File: config.mk
export PLATFORM = sky130hd
export DESIGN_NAME = div_unit_flat
export DESIGN_NICKNAME = d
export VERILOG_FILES = /design/src/rtl/cpu_defs.sv /design/src/rtl/div_if.sv /design/src/rtl/div_step.sv /design/src/rtl/div_unit.sv /design/src/flat_wrapper.sv
export SDC_FILE = /design/constraint.sdc
export NUM_CORES = 1
export LEC_CHECK = 0
export CORE_MARGIN = 3
export CORE_UTILIZATION = 45
export CTS_BUF_LIST = sky130_fd_sc_hd__clkbuf_4
export DETAILED_ROUTE_END_ITERATION = 6
export DONT_BUFFER_PORTS = 1
export SYNTH_ARGS = -nofsm -noshare
export SYNTH_HDL_FRONTEND = slang
export SYNTH_SLANG_ARGS = --single-unit
File: constraint.sdc
create_clock -name clk -period 14.65 [get_ports clk]
set_clock_uncertainty 0.2 [all_clocks]
set_input_delay 1.465 -clock clk [delete_from_list [all_inputs] [get_ports clk]]
set_output_delay 1.465 -clock clk [all_outputs]
set_load 0.01 [all_outputs]
File: src/rtl/cpu_defs.sv
// Shared execute-stage definitions: divider FSM encoding and iteration count.
package cpu_defs;

   localparam int unsigned DIV_WIDTH  = 32;
   localparam int unsigned DIV_CYCLES = DIV_WIDTH;

   typedef enum logic [1:0] {
      DIV_IDLE    = 2'd0,
      DIV_DIVZERO = 2'd1,
      DIV_CALC    = 2'd2,
      DIV_DONE    = 2'd3
   } div_state_e;

endpackage

File: src/rtl/div_if.sv
// Pipeline-side handshake between the E stage / hazard unit and the divider.
interface div_if #(
   parameter int unsigned WIDTH = 32
);
   logic                 start;
   logic                 signed_div;
   logic                 annul;
   logic [WIDTH-1:0]     opa;
   logic [WIDTH-1:0]     opb;
   logic [2*WIDTH-1:0]   result;
   logic                 ready;
   logic                 stall_div;

   modport master (
      output start, signed_div, annul, opa, opb,
      input  result, ready, stall_div
   );

   modport slave (
      input  start, signed_div, annul, opa, opb,
      output result, ready, stall_div
   );
endinterface

File: src/rtl/div_step.sv
// One restoring-division step: shift in a dividend bit, subtract the divisor if it fits.
module div_step #(
   parameter int unsigned WIDTH = 32
) (
   input  logic [WIDTH-1:0] rem,
   input  logic             din,
   input  logic [WIDTH-1:0] divisor,
   output logic [WIDTH-1:0] rem_next,
   output logic             q
);
   logic [WIDTH:0] shifted;
   logic [WIDTH:0] diff;

   always_comb begin
      shifted = {rem, din};
      diff    = shifted - {1'b0, divisor};
      // No borrow out of the (WIDTH+1)-bit subtract means the divisor fits.
      q        = ~diff[WIDTH];
      rem_next = q ? diff[WIDTH-1:0] : shifted[WIDTH-1:0];
   end
endmodule

File: src/rtl/div_unit.sv
// Iterative radix-2 restoring divider for DIV/DIVU; stalls F/D/E until the result is ready.
module div_unit
   import cpu_defs::*;
#(
   parameter int unsigned WIDTH = DIV_WIDTH
) (
   input logic  clk,
   input logic  resetn,
   div_if.slave bus
);
   localparam int unsigned CW = (WIDTH > 1) ? $clog2(WIDTH) : 1;
   localparam logic [CW-1:0] LAST = CW'(WIDTH - 1);

   div_state_e         state_q, state_d;
   logic [CW-1:0]      cnt_q;
   logic [WIDTH-1:0]   rem_q, quo_q, dvsr_q;
   logic [WIDTH-1:0]   rem_nx, quo_nx, rem_fix, quo_fix;
   logic               q_bit, sign_q, sign_r, go;
   logic [2*WIDTH-1:0] result_q;

   assign go = bus.start & ~bus.annul;

   // quo_q doubles as the dividend shift register; its MSB feeds the step.
   div_step #(.WIDTH(WIDTH)) u_step (
      .rem      (rem_q),
      .din      (quo_q[WIDTH-1]),
      .divisor  (dvsr_q),
      .rem_next (rem_nx),
      .q        (q_bit)
   );

   always_comb begin
      quo_nx  = {quo_q[WIDTH-2:0], q_bit};
      rem_fix = sign_r ? -rem_nx : rem_nx;
      quo_fix = sign_q ? -quo_nx : quo_nx;
   end

   always_comb begin
      state_d = state_q;
      unique case (state_q)
         DIV_IDLE:    if (go) state_d = (bus.opb == '0) ? DIV_DIVZERO : DIV_CALC;
         DIV_DIVZERO: state_d = DIV_DONE;
         DIV_CALC:    if (cnt_q == LAST) state_d = DIV_DONE;
         DIV_DONE:    state_d = DIV_IDLE;
         default:     state_d = DIV_IDLE;
      endcase
      if (bus.annul) state_d = DIV_IDLE;
   end

   always_comb begin
      bus.stall_div = go & (state_q != DIV_DONE);
      bus.ready     = (state_q == DIV_DONE) & ~bus.annul;
      bus.result    = result_q;
   end

   always_ff @(posedge clk or negedge resetn) begin
      if (!resetn) state_q <= DIV_IDLE;
      else         state_q <= state_d;
   end

   always_ff @(posedge clk or negedge resetn) begin
      if (!resetn) begin
         cnt_q    <= '0;
         rem_q    <= '0;
         quo_q    <= '0;
         dvsr_q   <= '0;
         sign_q   <= 1'b0;
         sign_r   <= 1'b0;
         result_q <= '0;
      end else begin
         unique case (state_q)
            DIV_IDLE: if (go) begin
               rem_q  <= '0;
               cnt_q  <= '0;
               quo_q  <= (bus.signed_div && bus.opa[WIDTH-1]) ? -bus.opa : bus.opa;
               dvsr_q <= (bus.signed_div && bus.opb[WIDTH-1]) ? -bus.opb : bus.opb;
               sign_q <= bus.signed_div & (bus.opa[WIDTH-1] ^ bus.opb[WIDTH-1]);
               sign_r <= bus.signed_div & bus.opa[WIDTH-1];
            end
            DIV_CALC: begin
               rem_q <= rem_nx;
               quo_q <= quo_nx;
               cnt_q <= cnt_q + 1'b1;
               // Result is registered on the way into DONE so it is stable for the ready pulse.
               if (cnt_q == LAST && !bus.annul) result_q <= {rem_fix, quo_fix};
            end
            DIV_DIVZERO: if (!bus.annul) result_q <= '0;
            default: ;
         endcase
      end
   end
endmodule

File: src/flat_wrapper.sv
// flat-port wrapper written by rule: the top's interface ports become plain ports
module div_unit_flat import cpu_defs::*;
#(
   parameter int unsigned WIDTH = DIV_WIDTH
)
  (clk, resetn, bus_start, bus_signed_div, bus_annul, bus_opa, bus_opb, bus_result, bus_ready, bus_stall_div);
  div_if #(.WIDTH(WIDTH)) bus_i ();
  input logic clk;
  input logic resetn;
  input wire logic [$bits(bus_i.start)-1:0] bus_start;
  input wire logic [$bits(bus_i.signed_div)-1:0] bus_signed_div;
  input wire logic [$bits(bus_i.annul)-1:0] bus_annul;
  input wire logic [$bits(bus_i.opa)-1:0] bus_opa;
  input wire logic [$bits(bus_i.opb)-1:0] bus_opb;
  output wire logic [$bits(bus_i.result)-1:0] bus_result;
  output wire logic [$bits(bus_i.ready)-1:0] bus_ready;
  output wire logic [$bits(bus_i.stall_div)-1:0] bus_stall_div;
  assign bus_i.start = bus_start;
  assign bus_i.signed_div = bus_signed_div;
  assign bus_i.annul = bus_annul;
  assign bus_i.opa = bus_opa;
  assign bus_i.opb = bus_opb;
  assign bus_result = bus_i.result;
  assign bus_ready = bus_i.ready;
  assign bus_stall_div = bus_i.stall_div;
  div_unit #(.WIDTH(WIDTH)) u_core (.clk(clk), .resetn(resetn), .bus(bus_i));
endmodule
==> flow_summary.ini <==
[status]
status = finished, final reports clean

[worst_hold_path]
worstHoldStart = u_core.dvsr_q[18]
hold-path-endpoint = u_core.dvsr_q[18]
worst_hold_path.num_cells = 2
hold_class = flop to flop

[yosys]
synth_area_um2 = 11700
synth_top_area_frac = 0.361
synth_most_common_cell = nand2_1
synth_edf_count = 0
ys_warn_count = 0
synth_nets = 1516
synth-async-reset-ratio = 1.00
yosys-top-cells-count = 190 x nand2_1, 169 x dfrtp_1, 166 x o21ai_0
syn-mean-instance-area_um2 = 8.35
ys_types = 71
synth_top_flop_cell = dfrtp_1
syn_inst = 1404
yosys.area.top_type = dfrtp_1
ys_ff_latch = 169
synth.yosys.seq_area_share = 0.361
yosys-top-cells-area = dfrtp_1 36%, o21ai_0 7.1%, nand2_1 6.1%

[clocking]
clkLatencyLatePin_ns = 0.61
cts_root_buf = clkbuf_4
path_clk_slew_ns = 0.18
cts_num_sinks = 169
cts.htree.levels = 4
cts_buffer_depth = 2
cts_tree = done
cts_buffers = 17
cts-resized-gates = 0
cts_hold_buffers = 0
post_cts_buffers = 0

[timing]
setup_viol = 0
clock.fmax_mhz = 193
fin_crit_sh = 0.354
tns_ns = 0
finalHoldViolCount = 0
holdWs_ns = 0.300
drv_slew = 0
slew_headroom = 0.334
fin_crit_ns = 5.19
rsz0062_at_grt = false
worstMarginPinSlew_ns = 0.997

[power_and_ir_drop]
power_uw = 2490
power_leakage_uw = 0.00516
peakVddDrop_v = 0.0000980
power_density_nw_per_um2 = 204

[critical_path]
cpPeakStageDelay_ns = 0.57
crit_fanout = 41
crit_path_top_delay_cell = nor4_2
rr_worst_depth = 18
cp_data_arrival_time_ns = 5.49
r2r_end = u_core.bus.result[62]
crit_chain = inv_1, ha_1, inv_1, fa_1, a211oi_2, o211ai_2, a221oi_4, nor4_4, nor4_2, nor2_4, inv_2, o21ai_0, inv_1, ha_1, nand4b_1, o41ai_1, xnor2_1, a22o_1
crit_path_end_kind = flop
worst_ep_required_time_ns = 14.96
cp-start-kind = flop
r2r_slack_ns = 9.46
r2r-start = u_core.quo_q[31]
cp_common_cell = inv_1
crit_type = flop to flop

[routing]
ant_nets = 0
firstDrtPassIters = 6
drc = 0
drt_iter0_drc = 873
vias = 10011
wl_um = 32300
wire_per_inst_um = 19.0
vias_per_cell = 5.91

[cells_and_area]
fin_cells = 1695
syn2layout_area_growth_pct = 4.24
multiInputGateArea_um2 = 6990
regArea_um2 = 4230
fill_cells = 2477
num-nets-final = 1463
drive_above_1_share = 0.0418
final_area_um2 = 12200

[floorplan]
ios = 135
die_x_um = 167
core-area_um2 = 25400
die_y_um = 167
start_util = 0.461
die_area_um2 = 28000
fp-row-count = 58

[grt]
grt_max_degree = 170
grt_pass1_vias = 9448
grt_first_pass_wirelength_um = 52700
grt_overflow_total = 0
antenna_found_initial = 1
grtUsageTotal = 0.230

[place]
dp_hpwl_um = 24000
gp_congestion = 0.985
portBuffers = 0
place_area_um2 = 11900
dpl.cell_count = 1662

[run]
max_cap_violations = 0
[final cells by class]
type,instances,share of cell area
Clock buffer,17,0.0104
Inverter,57,0.0175
Tap cell,330,0.0338
Sequential cell,169,0.346
Timing Repair Buffer,8,0.00492
Multi-Input combinational cell,1098,0.572
Clock inverter,15,0.0151
Antenna cell,1,0.000205
[power by group]
group	internal (uW)	switching, uW
Combinational	510	830
Clock	84.3	213
Sequential	635	218
Total	1230	1260
[flip-flops by register name, indices dropped and copies added (netlist names)]
register,flops
u_core.dvsr_q,32
u_core.sign_r,1
u_core.quo_q,32
u_core.state_q,2
u_core.cnt_q,5
u_core.rem_q,32
u_core.sign_q,1
u_core.bus.result,64
[critical path, delay by kind of cell, from the launching register on]
family / cells / cell delay [ns]
flip-flops: 1 / 0.44
AO/OA/AOI/OAI: 6 / 1.64
buffers and inverters: 4 / 0.78
adder cells (fa/ha/maj): 3 / 0.94
XOR/XNOR: 1 / 0.11
AND/OR/NAND/NOR: 4 / 0.96
[cell families (layout without fill, tap and decap cells)]
| kind of cell | count (synthesis) | after routing | share of synthesized area |
|---|---|---|---|
| compound gates | 462 | 462 | 0.250 |
| xor+xnor | 136 | 136 | 0.102 |
| fa+ha+maj | 43 | 43 | 0.0465 |
| buf+inv | 137 | 97 | 0.0448 |
| flops | 169 | 169 | 0.361 |
| mux | 30 | 30 | 0.0258 |
| other cells | 0 | 1 | 0 |
| simple gates | 427 | 427 | 0.170 |
[how the worst max path moves through the flow]
stage	end	from	cells after the start
floorplan	u_core.bus.result[62]	u_core.quo_q[31]	21
global placement	u_core.bus.result[62]	u_core.quo_q[31]	17
detailed placement	u_core.bus.result[62]	u_core.quo_q[31]	17
CTS	u_core.bus.result[62]	u_core.quo_q[31]	18
global route	u_core.bus.result[62]	u_core.quo_q[31]	18
finish	u_core.bus.result[62]	u_core.quo_q[31]	18
[cell usage in the layout, fill, tap and decap left out, types with 4 or more instances in the layout]
cell / n
o21ai_0: 166
xnor2_1: 80
inv_8: 6
nand3_1: 13
a21oi_1: 110
inv_1: 56
nor2b_1: 10
o41ai_1: 9
nand2_1: 190
dfrtp_1: 169
nand2b_1: 7
mux2i_1: 28
nand3b_1: 4
o211ai_1: 7
a22o_1: 58
and4_1: 4
nand4_1: 12
nor2_1: 82
ha_1: 41
o31ai_1: 43
a31oi_1: 6
xor2_1: 56
or3_1: 24
a211o_1: 4
o21a_1: 8
and3_1: 6
clkbuf_4: 17
and2_1: 12
a211oi_1: 5
nor3_1: 30
or4_1: 7
nor4_1: 13
a21o_1: 10
buf_4: 8
o21ai_1: 5
[metrics by stage]
step	worst slack (ns)	utilization
floorplan	9.84	-
global placement	9.70	0.469
detailed placement	9.54	0.469
CTS	9.51	0.481
global route	9.02	0.481
finish	9.46	0.481
[layer usage]
layer | vias to the layer above | track usage | share of wire
met5 | - | 0 | 0
met4 | 0 | 0.0413 | 0.0083
met3 | 22 | 0.0467 | 0.085
met2 | 358 | 0.305 | 0.39
met1 | 4698 | 0.381 | 0.52
li1 | 4933 | - | -
(Power assumes the default switching activity.)
